<file path="src/rtl/hazard_ctrl_if.sv">
// hazard_ctrl_if: pipeline hazard control bundle.
// master = datapath side, slave = controller side.
interface hazard_ctrl_if;
  logic [2:0]  id_reg1;
  logic [2:0]  id_reg2;
  logic        id_use1;
  logic        id_use2;
  logic [2:0]  ex_reg1;
  logic [2:0]  ex_reg2;
  logic [2:0]  ex_regD;
  logic        ex_writeReg;
  logic        ex_is_load;
  logic [2:0]  mem_regD;
  logic        mem_writeReg;
  logic [2:0]  wb_regD;
  logic        wb_writeReg;
  logic        mem_req;
  logic        mem_ready;
  logic        branch_taken;
  logic        pc_en;
  logic        ifid_en;
  logic        idex_en;
  logic        exmem_en;
  logic        memwb_en;
  logic        ifid_flush;
  logic        idex_flush;
  logic        memwb_bubble;
  logic [1:0]  fwdA;
  logic [1:0]  fwdB;
  logic [1:0]  state;
  logic [15:0] stall_cycles;
  logic [15:0] flush_events;
  logic        mem_timeout;

  modport master (
    output id_reg1, id_reg2, id_use1, id_use2,
    output ex_reg1, ex_reg2, ex_regD,
    output ex_writeReg, ex_is_load,
    output mem_regD, mem_writeReg,
    output wb_regD, wb_writeReg,
    output mem_req, mem_ready, branch_taken,
    input  pc_en, ifid_en, idex_en,
    input  exmem_en, memwb_en,
    input  ifid_flush, idex_flush, memwb_bubble,
    input  fwdA, fwdB, state,
    input  stall_cycles, flush_events, mem_timeout
  );

  modport slave (
    input  id_reg1, id_reg2, id_use1, id_use2,
    input  ex_reg1, ex_reg2, ex_regD,
    input  ex_writeReg, ex_is_load,
    input  mem_regD, mem_writeReg,
    input  wb_regD, wb_writeReg,
    input  mem_req, mem_ready, branch_taken,
    output pc_en, ifid_en, idex_en,
    output exmem_en, memwb_en,
    output ifid_flush, idex_flush, memwb_bubble,
    output fwdA, fwdB, state,
    output stall_cycles, flush_events, mem_timeout
  );
endinterface

</file>
<file path="src/rtl/hazard_ctrl.sv">
// hazard_ctrl: stall / flush / freeze sequencing and
// ALU operand forwarding for the 8-register pipeline.
module hazard_ctrl #(
  parameter int unsigned BR_PENALTY  = 1,
  parameter int unsigned MEM_TIMEOUT = 64
) (
  input  logic    clk,
  input  logic    reset,
  hazard_ctrl_if.slave hz
);

  localparam logic [1:0] RUN        = 2'd0;
  localparam logic [1:0] LOAD_STALL = 2'd1;
  localparam logic [1:0] MEM_WAIT   = 2'd2;
  localparam logic [1:0] FLUSH      = 2'd3;

  localparam logic [3:0] PEN = 4'(BR_PENALTY);
  localparam logic [7:0] TMO = 8'(MEM_TIMEOUT);

  logic [1:0]  state_q, state_d;
  logic [3:0]  cnt_q, cnt_d;
  logic [7:0]  wait_q, wait_d;
  logic [15:0] stall_q, flush_q;
  logic        tmo_q;

  logic memwait, loaduse, freeze;
  logic pc_en_c, ifid_en_c, idex_en_c;
  logic exmem_en_c, memwb_en_c;
  logic ifid_fl_c, idex_fl_c, bubble_c;
  logic flush_inc;
  logic [1:0] fa, fb;

  assign memwait = hz.mem_req & ~hz.mem_ready;

  assign loaduse = hz.ex_is_load & hz.ex_writeReg &
    ((hz.id_use1 & (hz.id_reg1 == hz.ex_regD)) |
     (hz.id_use2 & (hz.id_reg2 == hz.ex_regD)));

  // the EX/MEM access is held frozen, so in MEM_WAIT
  // only the ready strobe releases it
  assign freeze = (state_q == MEM_WAIT) ?
    ~hz.mem_ready : memwait;

  assign wait_d = !memwait ? 8'd0 :
    (wait_q == 8'hFF) ? wait_q : wait_q + 8'd1;

  // next-state and pipeline control decode
  always_comb begin
    pc_en_c    = 1'b1;
    ifid_en_c  = 1'b1;
    idex_en_c  = 1'b1;
    exmem_en_c = 1'b1;
    memwb_en_c = 1'b1;
    ifid_fl_c  = 1'b0;
    idex_fl_c  = 1'b0;
    bubble_c   = 1'b0;
    flush_inc  = 1'b0;
    state_d    = state_q;
    cnt_d      = cnt_q;
    if (state_q == FLUSH) begin
      ifid_fl_c = 1'b1;
      if (memwait) begin
        pc_en_c    = 1'b0;
        ifid_en_c  = 1'b0;
        idex_en_c  = 1'b0;
        exmem_en_c = 1'b0;
        bubble_c   = 1'b1;
      end else begin
        cnt_d = cnt_q - 4'd1;
        if (cnt_q == 4'd1)
          state_d = RUN;
      end
    end else begin
      unique case (1'b1)
        freeze: begin
          pc_en_c    = 1'b0;
          ifid_en_c  = 1'b0;
          idex_en_c  = 1'b0;
          exmem_en_c = 1'b0;
          bubble_c   = 1'b1;
          state_d    = MEM_WAIT;
        end
        (!freeze && hz.branch_taken): begin
          ifid_fl_c = 1'b1;
          idex_fl_c = 1'b1;
          flush_inc = 1'b1;
          if (PEN != 4'd0) begin
            state_d = FLUSH;
            cnt_d   = PEN;
          end else begin
            state_d = RUN;
          end
        end
        (!freeze && !hz.branch_taken && loaduse): begin
          pc_en_c   = 1'b0;
          ifid_en_c = 1'b0;
          idex_fl_c = 1'b1;
          state_d   = LOAD_STALL;
        end
        default: state_d = RUN;
      endcase
    end
  end

  // operand forwarding, newest producer first
  always_comb begin
    fa = 2'b00;
    fb = 2'b00;
    if (hz.mem_writeReg && hz.mem_regD == hz.ex_reg1)
      fa = 2'b10;
    else if (hz.wb_writeReg && hz.wb_regD == hz.ex_reg1)
      fa = 2'b01;
    if (hz.mem_writeReg && hz.mem_regD == hz.ex_reg2)
      fb = 2'b10;
    else if (hz.wb_writeReg && hz.wb_regD == hz.ex_reg2)
      fb = 2'b01;
  end

  // state, penalty count, perf counters and timeout
  always_ff @(posedge clk) begin
    if (reset) begin
      state_q <= RUN;
      cnt_q   <= 4'd0;
      wait_q  <= 8'd0;
      stall_q <= 16'd0;
      flush_q <= 16'd0;
      tmo_q   <= 1'b0;
    end else begin
      state_q <= state_d;
      cnt_q   <= cnt_d;
      wait_q  <= wait_d;
      if (!pc_en_c && stall_q != 16'hFFFF)
        stall_q <= stall_q + 16'd1;
      if (flush_inc && flush_q != 16'hFFFF)
        flush_q <= flush_q + 16'd1;
      if (wait_d == TMO)
        tmo_q <= 1'b1;
    end
  end

  assign hz.pc_en        = reset | pc_en_c;
  assign hz.ifid_en      = reset | ifid_en_c;
  assign hz.idex_en      = reset | idex_en_c;
  assign hz.exmem_en     = reset | exmem_en_c;
  assign hz.memwb_en     = reset | memwb_en_c;
  assign hz.ifid_flush   = reset | ifid_fl_c;
  assign hz.idex_flush   = reset | idex_fl_c;
  assign hz.memwb_bubble = reset | bubble_c;
  assign hz.fwdA         = reset ? 2'b00 : fa;
  assign hz.fwdB         = reset ? 2'b00 : fb;
  assign hz.state        = state_q;
  assign hz.stall_cycles = stall_q;
  assign hz.flush_events = flush_q;
  assign hz.mem_timeout  = tmo_q;

endmodule

</file>
<file path="src/flat_wrapper.sv">
// flat-port wrapper written by rule: the top's interface ports become plain ports
module hazard_ctrl_flat 
#(
  parameter int unsigned BR_PENALTY  = 1,
  parameter int unsigned MEM_TIMEOUT = 64
)
  (clk, reset, hz_id_reg1, hz_id_reg2, hz_id_use1, hz_id_use2, hz_ex_reg1, hz_ex_reg2, hz_ex_regD, hz_ex_writeReg, hz_ex_is_load, hz_mem_regD, hz_mem_writeReg, hz_wb_regD, hz_wb_writeReg, hz_mem_req, hz_mem_ready, hz_branch_taken, hz_pc_en, hz_ifid_en, hz_idex_en, hz_exmem_en, hz_memwb_en, hz_ifid_flush, hz_idex_flush, hz_memwb_bubble, hz_fwdA, hz_fwdB, hz_state, hz_stall_cycles, hz_flush_events, hz_mem_timeout);
  hazard_ctrl_if hz_i ();
  input  logic clk;
  input  logic reset;
  input wire logic [$bits(hz_i.id_reg1)-1:0] hz_id_reg1;
  input wire logic [$bits(hz_i.id_reg2)-1:0] hz_id_reg2;
  input wire logic [$bits(hz_i.id_use1)-1:0] hz_id_use1;
  input wire logic [$bits(hz_i.id_use2)-1:0] hz_id_use2;
  input wire logic [$bits(hz_i.ex_reg1)-1:0] hz_ex_reg1;
  input wire logic [$bits(hz_i.ex_reg2)-1:0] hz_ex_reg2;
  input wire logic [$bits(hz_i.ex_regD)-1:0] hz_ex_regD;
  input wire logic [$bits(hz_i.ex_writeReg)-1:0] hz_ex_writeReg;
  input wire logic [$bits(hz_i.ex_is_load)-1:0] hz_ex_is_load;
  input wire logic [$bits(hz_i.mem_regD)-1:0] hz_mem_regD;
  input wire logic [$bits(hz_i.mem_writeReg)-1:0] hz_mem_writeReg;
  input wire logic [$bits(hz_i.wb_regD)-1:0] hz_wb_regD;
  input wire logic [$bits(hz_i.wb_writeReg)-1:0] hz_wb_writeReg;
  input wire logic [$bits(hz_i.mem_req)-1:0] hz_mem_req;
  input wire logic [$bits(hz_i.mem_ready)-1:0] hz_mem_ready;
  input wire logic [$bits(hz_i.branch_taken)-1:0] hz_branch_taken;
  output wire logic [$bits(hz_i.pc_en)-1:0] hz_pc_en;
  output wire logic [$bits(hz_i.ifid_en)-1:0] hz_ifid_en;
  output wire logic [$bits(hz_i.idex_en)-1:0] hz_idex_en;
  output wire logic [$bits(hz_i.exmem_en)-1:0] hz_exmem_en;
  output wire logic [$bits(hz_i.memwb_en)-1:0] hz_memwb_en;
  output wire logic [$bits(hz_i.ifid_flush)-1:0] hz_ifid_flush;
  output wire logic [$bits(hz_i.idex_flush)-1:0] hz_idex_flush;
  output wire logic [$bits(hz_i.memwb_bubble)-1:0] hz_memwb_bubble;
  output wire logic [$bits(hz_i.fwdA)-1:0] hz_fwdA;
  output wire logic [$bits(hz_i.fwdB)-1:0] hz_fwdB;
  output wire logic [$bits(hz_i.state)-1:0] hz_state;
  output wire logic [$bits(hz_i.stall_cycles)-1:0] hz_stall_cycles;
  output wire logic [$bits(hz_i.flush_events)-1:0] hz_flush_events;
  output wire logic [$bits(hz_i.mem_timeout)-1:0] hz_mem_timeout;
  assign hz_i.id_reg1 = hz_id_reg1;
  assign hz_i.id_reg2 = hz_id_reg2;
  assign hz_i.id_use1 = hz_id_use1;
  assign hz_i.id_use2 = hz_id_use2;
  assign hz_i.ex_reg1 = hz_ex_reg1;
  assign hz_i.ex_reg2 = hz_ex_reg2;
  assign hz_i.ex_regD = hz_ex_regD;
  assign hz_i.ex_writeReg = hz_ex_writeReg;
  assign hz_i.ex_is_load = hz_ex_is_load;
  assign hz_i.mem_regD = hz_mem_regD;
  assign hz_i.mem_writeReg = hz_mem_writeReg;
  assign hz_i.wb_regD = hz_wb_regD;
  assign hz_i.wb_writeReg = hz_wb_writeReg;
  assign hz_i.mem_req = hz_mem_req;
  assign hz_i.mem_ready = hz_mem_ready;
  assign hz_i.branch_taken = hz_branch_taken;
  assign hz_pc_en = hz_i.pc_en;
  assign hz_ifid_en = hz_i.ifid_en;
  assign hz_idex_en = hz_i.idex_en;
  assign hz_exmem_en = hz_i.exmem_en;
  assign hz_memwb_en = hz_i.memwb_en;
  assign hz_ifid_flush = hz_i.ifid_flush;
  assign hz_idex_flush = hz_i.idex_flush;
  assign hz_memwb_bubble = hz_i.memwb_bubble;
  assign hz_fwdA = hz_i.fwdA;
  assign hz_fwdB = hz_i.fwdB;
  assign hz_state = hz_i.state;
  assign hz_stall_cycles = hz_i.stall_cycles;
  assign hz_flush_events = hz_i.flush_events;
  assign hz_mem_timeout = hz_i.mem_timeout;
  hazard_ctrl #(.BR_PENALTY(BR_PENALTY), .MEM_TIMEOUT(MEM_TIMEOUT)) u_core (.clk(clk), .reset(reset), .hz(hz_i));
endmodule
</file>
<file path="config.mk">
export PLATFORM = sky130hd
export DESIGN_NAME = hazard_ctrl_flat
export DESIGN_NICKNAME = d
export VERILOG_FILES = /design/src/rtl/hazard_ctrl_if.sv /design/src/rtl/hazard_ctrl.sv /design/src/flat_wrapper.sv
export SDC_FILE = /design/constraint.sdc
export NUM_CORES = 1
export LEC_CHECK = 0
export BUFFER_PORTS_ARGS = -buffer_cell sky130_fd_sc_hd__buf_2
export CORE_ASPECT_RATIO = 0.6
export CORE_MARGIN = 2
export CORE_UTILIZATION = 40
export CTS_CLUSTER_DIAMETER = 50
export DETAILED_ROUTE_END_ITERATION = 7
export GPL_TIMING_DRIVEN = 0
export PLACE_DENSITY = 0.65
export SYNTH_ARGS = -nofsm -noshare
export SYNTH_HDL_FRONTEND = slang
export SYNTH_SLANG_ARGS = --single-unit
</file>
<file path="constraint.sdc">
create_clock -name clk -period 2.9 [get_ports clk]
set_clock_uncertainty 0.05 [all_clocks]
set_input_delay 0.435 -clock clk [delete_from_list [all_inputs] [get_ports clk]]
set_output_delay 0.435 -clock clk [all_outputs]
set_load 0.05 [all_outputs]
</file>
==> results of run 1 <==
==> cell families (layout without fill, tap and decap cells) <==
family,Yosys count,count (layout),share of synthesized area [%]
other,1,1,0.128
xor gates and xnor gates,33,33,9.90
AOI/OAI and AO/OA,54,54,12.7
buffers and inverters,25,110,4.16
adders and majority gates,5,5,2.14
muxes,14,14,5.36
DFF,47,47,32.2
and+or+nand+nor,170,170,33.4
==> routing by layer <==
layer,global-route usage (%),vias up
li1,-,1432
met1,31.1,1327
met2,26.6,82
met3,3.65,2
met4,1.63,0
met5,0,-
==> flip-flops by register name, indices dropped and copies added (netlist names) <==
name / count
u_core.hz.flush_events: 16
u_core.hz.stall_cycles: 16
u_core.wait_q: 8
u_core.cnt_q: 4
u_core.hz.state: 2
u_core.hz.mem_timeout: 1
==> through the flow <==
step | hold slack, ps | util (%)
4_1_cts | 349 | 50.1
5_1_grt | 362 | 50.1
3_3_place_gp | 408 | 47.6
6_report | 355 | 50.1
2_1_floorplan | 408 | -
3_5_place_dp | 431 | 47.6
==> cells in the final DEF, fill, tap and decap left out, drive strengths merged, types with 2 or more instances in the layout <==
cell type	n
buf	84
dfxtp	47
nor2	43
xnor2	25
nand2	19
a21oi	18
nand3	18
nor2b	16
nor3	14
nor4	14
inv	13
mux2	13
clkbuf	11
nand4	10
xor2	8
and4	8
and3	8
o21ai	8
nand2b	7
a211oi	5
ha	5
or3	4
and2	3
a31oi	3
o2111ai	3
o21bai	2
a21o	2
nor3b	2
a21boi	2
nor4b	2
==> path summary, 6_finish.rpt <==
path,startpoint,endpoint,slack (ps),depth (start not counted)
worst max register to register,u_core.hz.stall_cycles[0],u_core.hz.stall_cycles[8],650,6
worst max-delay path,u_core.hz.state[0],hz_idex_flush,380,7
worst min register to register,u_core.hz.mem_timeout,u_core.hz.mem_timeout,440,2
worst min-delay path,hz_branch_taken,u_core.hz.state[1],360,2
==> worst max-delay path: stages, from the launching register on <==
cell and delay [ps]:
dfxtp_1 360, nand2b_1 190, a211o_1 340, buf_6 160
buf_6 150, nand2b_1 130, o21bai_1 140, buf_2 290
==> cell type report <==
cell class	instances	area, um^2
plain buffers	12	72.6
clock buffers	6	139
clock inverters	2	35.0
fillers	701	3580
inverters	13	48.8
multi-input cells	277	1860
flip-flops and latches	47	941
well taps	91	114
repair buffers	77	385
==> power by group <==
| group | leakage (uW) | internal (uW) | switching, uW |
|---|---|---|---|
| logic | 0.000997 | 81.1 | 158 |
| registers | 0.000380 | 657 | 16.2 |
| clock network | 0.0000868 | 429 | 252 |
| total | 0.00146 | 1170 | 426 |
==> flow_metrics.env, run 1 <==
export IMPL_outcome="complete, no violations"
export IMPL_power_density_nw_per_um2=444
export IMPL_cts_hold_buf=0
export IMPL_cp_required_ps=2410
export IMPL_vias_per_cell=5.42
export IMPL_synth_top_area_share_pct=32.2
export IMPL_hpwl_mm=5.97
export IMPL_dpl_instance_area_um2=3420
export IMPL_cts_setup_buffers=0
export IMPL_synth_edf_count=0
export IMPL_period_needed_ps=2520
export IMPL_start_kind="flop"
export IMPL_dominantRegCellSynth="dfxtp_1"
export IMPL_cts_tree="done"
export IMPL_hold_viol_final=0
export IMPL_async_flop_share_pct=0
export IMPL_synth_commonest_cells="dfxtp_1, nor2_1, xnor2_1"
export IMPL_wl_met1_mm=4.01
export IMPL_avgSynthCellArea_um2=8.36
export IMPL_final_layout_size_suffix_gt1_share_pct=27.2
export IMPL_synth_nets=386
export IMPL_maxCapViolCount=0
export IMPL_yosysUniqueCellTypes=61
export IMPL_port_buffers=77
export IMPL_row_count=24
export IMPL_top_layer_used="met4"
export IMPL_power_uw=1590
export IMPL_fin_tns_setup_ps=0
export IMPL_htreeDepth=2
export IMPL_cts_resized=0
export IMPL_postRouteAntennaNets=0
export IMPL_wl_mm=7.57
export IMPL_clk_pin_slew_worst_paths_ps=70
export IMPL_path_class="flop to output pin"
export IMPL_clk_latency_ps=290
export IMPL_die_area_um2=8020
export IMPL_hp_class="input pin to flop"
export IMPL_maxSlewHeadroom_pct=57.7
export IMPL_synth_area_um2=2920
export IMPL_arrival_ps=2030
export IMPL_grt_max_degree=15
export IMPL_synth_top_area_cell="dfxtp_1"
export IMPL_fmax_mhz=398
export IMPL_dr_wl_met2_mm=3.10
export IMPL_vias=2843
export IMPL_fin_nets=470
export IMPL_slew_viol_final=0
export IMPL_ys_seq_area_share_pct=32.2
export IMPL_start_util_pct=40.7
export IMPL_diodes=0
export IMPL_cts_root_buf="clkbuf_16"
export IMPL_worstMarginPinSlew_ps=629
export IMPL_peakVddDrop_v=0.000237
export IMPL_end_kind="output pin"
export IMPL_final_cells=525
export IMPL_drtPass1Iterations=4
export IMPL_setup_slack_ps=384
export IMPL_grt_pass1_wl_mm=12.5
export IMPL_synthTopCellsByArea="dfxtp_1, xnor2_1, nor2_1"
export IMPL_wire_per_inst_um=14.4
export IMPL_ys_ff_latch=47
export IMPL_routabilityCongestion=0.818
export IMPL_final_area_um2=3590
export IMPL_overflow=0
export IMPL_place_ws_ps=424
export IMPL_dieHeight_um=70.2
export IMPL_core_area_um2=7180
export IMPL_leakage_uw=0.00146
export IMPL_setup_viol=0
export IMPL_grtUsageTotal_pct=19.1
export IMPL_antenna_found_initial=0
export IMPL_die_x_um=114
export IMPL_clk_path_buf_depth=2
export IMPL_yosysMostFrequentCell="dfxtp_1"
export IMPL_drc=0
export IMPL_yosys_warnings=0
export IMPL_drt_initial_drc_count=183
export IMPL_area_delta_synth_final_pct=23.1
export IMPL_clock_sinks=47
export IMPL_post_place_cells=517
export IMPL_grt_setup_unrepaired="false"
export IMPL_io_pins=79
export IMPL_path_max_fanout=10
export IMPL_syn_inst=349
export IMPL_cts_buffers=5
export IMPL_finalCritPeriodShare_pct=86.7
export IMPL_routed_wl_met3_um=431
export IMPL_grt_pass1_vias=2525
(Power assumes the default switching activity.)
==> run 2, diff against run 1 <==
Settings changed: CORE_UTILIZATION 40 to 50, PLACE_DENSITY 0.65 to 0.78.
==> run 2 against run 1 <==
Against the previous run:
- via count is 0.77% higher
- sequential share of layout area is 0.80 points higher
- worst setup slack worse by 43 ps
- flip-flop and latch count stayed put
- clock-buffer cell count is 1 higher
- maximum frequency is 1.7% lower
- combinational power hardly changed
- cell area is 3.0% lower
- non-clock buffer count stayed put
- largest cell class unchanged
- highest routed layer unchanged
==> flow_metrics.env, run 2 (same netlist as run 1, synthesis figures left out) <==
export IMPL_wl_mm=7.25
export IMPL_cts_buffers=5
export IMPL_maxCapViolCount=0
export IMPL_reg2reg_depth=6
export IMPL_setup_viol=0
export IMPL_cts_resized=0
export IMPL_grtUsageTotal_pct=23.0
export IMPL_met2_usage_pct=31.5
export IMPL_clk_path_buf_depth=2
export IMPL_core_area_um2=5600
export IMPL_crit_path_top_delay_cell="dfxtp_1"
export IMPL_grt_pass1_vias=2519
export IMPL_hp_class="input pin to flop"
export IMPL_finalCritPeriodShare_pct=88.2
export IMPL_multi_input_area_um2=1860
export IMPL_cp_cell_sequence="nand2b_1 -> a211o_1 -> buf_6 -> buf_6 -> nand2b_1 -> o21bai_1 -> buf_2"
export IMPL_start_kind="flop"
export IMPL_hpwl_mm=5.64
export IMPL_wire_per_inst_um=14.1
export IMPL_path_class="flop to output pin"
export IMPL_die_area_um2=6490
export IMPL_clk_latency_ps=300
export IMPL_row_count=21
export IMPL_vias=2865
export IMPL_area_delta_synth_final_pct=19.4
export IMPL_drc=0
export IMPL_fin_nets=470
export IMPL_io_pins=79
export IMPL_grt_busiest_layer="met1"
export IMPL_met1_usage_pct=35.9
export IMPL_drtPass1Iterations=7
export IMPL_cts_tree="done"
export IMPL_cp_required_ps=2410
export IMPL_diodes=0
export IMPL_fin_util_pct=62.3
export IMPL_path_max_fanout=10
export IMPL_slowest_delay_ps=380
export IMPL_port_buffers=77
export IMPL_end_kind="output pin"
export IMPL_grt_max_degree=14
export IMPL_start_util_pct=52.2
export IMPL_fmax_mhz=391
export IMPL_htreeDepth=2
export IMPL_dieHeight_um=63.2
export IMPL_cts_hold_buf=0
export IMPL_mostFrequentLayoutCells="buf_2, dfxtp_1, nor2_1, xnor2_1"
export IMPL_arrival_ps=2070
export IMPL_vias_per_cell=5.57
export IMPL_whs_path_depth=2
export IMPL_final_layout_size_suffix_gt1_share_pct=26.7
export IMPL_clock_sinks=47
export IMPL_setup_slack_ps=341
export IMPL_outcome="complete, no violations"
export IMPL_period_needed_ps=2560
export IMPL_grt_setup_unrepaired="false"
export IMPL_cts_setup_buffers=0
export IMPL_place_ws_ps=483
export IMPL_worstMarginPinSlew_ps=633
export IMPL_antenna_found_initial=0
export IMPL_use_met3_pct=6.55
export IMPL_die_x_um=103
export IMPL_grt_pass1_wl_mm=12.0
export IMPL_cts_root_buf="clkbuf_8"
export IMPL_overflow=0
export IMPL_leakage_uw=0.00142
export IMPL_postRouteAntennaNets=0
export IMPL_clk_pin_slew_worst_paths_ps=80
export IMPL_layout_commonest_cell="buf_2"
export IMPL_power_density_nw_per_um2=373
export IMPL_ff_latch_area_um2=941
export IMPL_peakVddDrop_v=0.000202
export IMPL_maxSlewHeadroom_pct=57.4
export IMPL_hold_viol_final=0
export IMPL_fin_tns_setup_ps=0
export IMPL_routabilityCongestion=0.932
export IMPL_slew_viol_final=0
export IMPL_drt_initial_drc_count=161
export IMPL_power_uw=1300
export IMPL_final_fill_count=502
## run 2: where the power goes
group	switching, uW	internal [uW]	leakage, uW	total (uW)
sequential	16.8	657	0.000380	673
clock	217	170	0.0000422	387
combinational	157	81.3	0.000997	239
total	391	908	0.00142	1300
## run 2: area by class of cell
type	count	share of cell area [%]
Buffer	12	2.08
Clock buffer	7	2.19
Clock inverter	1	0.144
Inverter	13	1.40
Multi-Input combinational cell	277	53.3
Sequential cell	47	27.0
Tap cell	80	2.87
Timing Repair Buffer	77	11.1
## run 2: worst paths after layout
kind                                                start                   endpoint  slack, ps
worst max-delay path                   u_core.hz.state[0]              hz_idex_flush        340
worst min register to register      u_core.hz.mem_timeout      u_core.hz.mem_timeout        450
worst max register to register  u_core.hz.stall_cycles[0]  u_core.hz.stall_cycles[8]        620
worst min-delay path                      hz_branch_taken         u_core.hz.state[1]        340
## run 2: critical path, delay by kind of cell (launching register included)
kind	cells	cell delay (ps)
buf+inv	3	600
compound gates	2	480
flops	1	380
simple gates	2	330
## run 2: layer usage
| layer | share of wire (%) | vias to the layer above | wire [um] |
|---|---|---|---|
| met5 | 0 | - | 0 |
| met3 | 7.5 | 4 | 544 |
| li1 | - | 1420 | - |
| met1 | 51 | 1326 | 3700 |
| met4 | 0.40 | 0 | 29 |
| met2 | 41 | 115 | 2970 |
## run 2: per-stage QoR
step                      instance area [um^2]  cells  hold WS (ps)
final                                     3490    514           342
after global routing                      3490    514           322
after global placement                    3400    506           413
after detailed placement                  3400    506           427
after floorplan                           2920    349           408
after CTS                                 3490    514           333
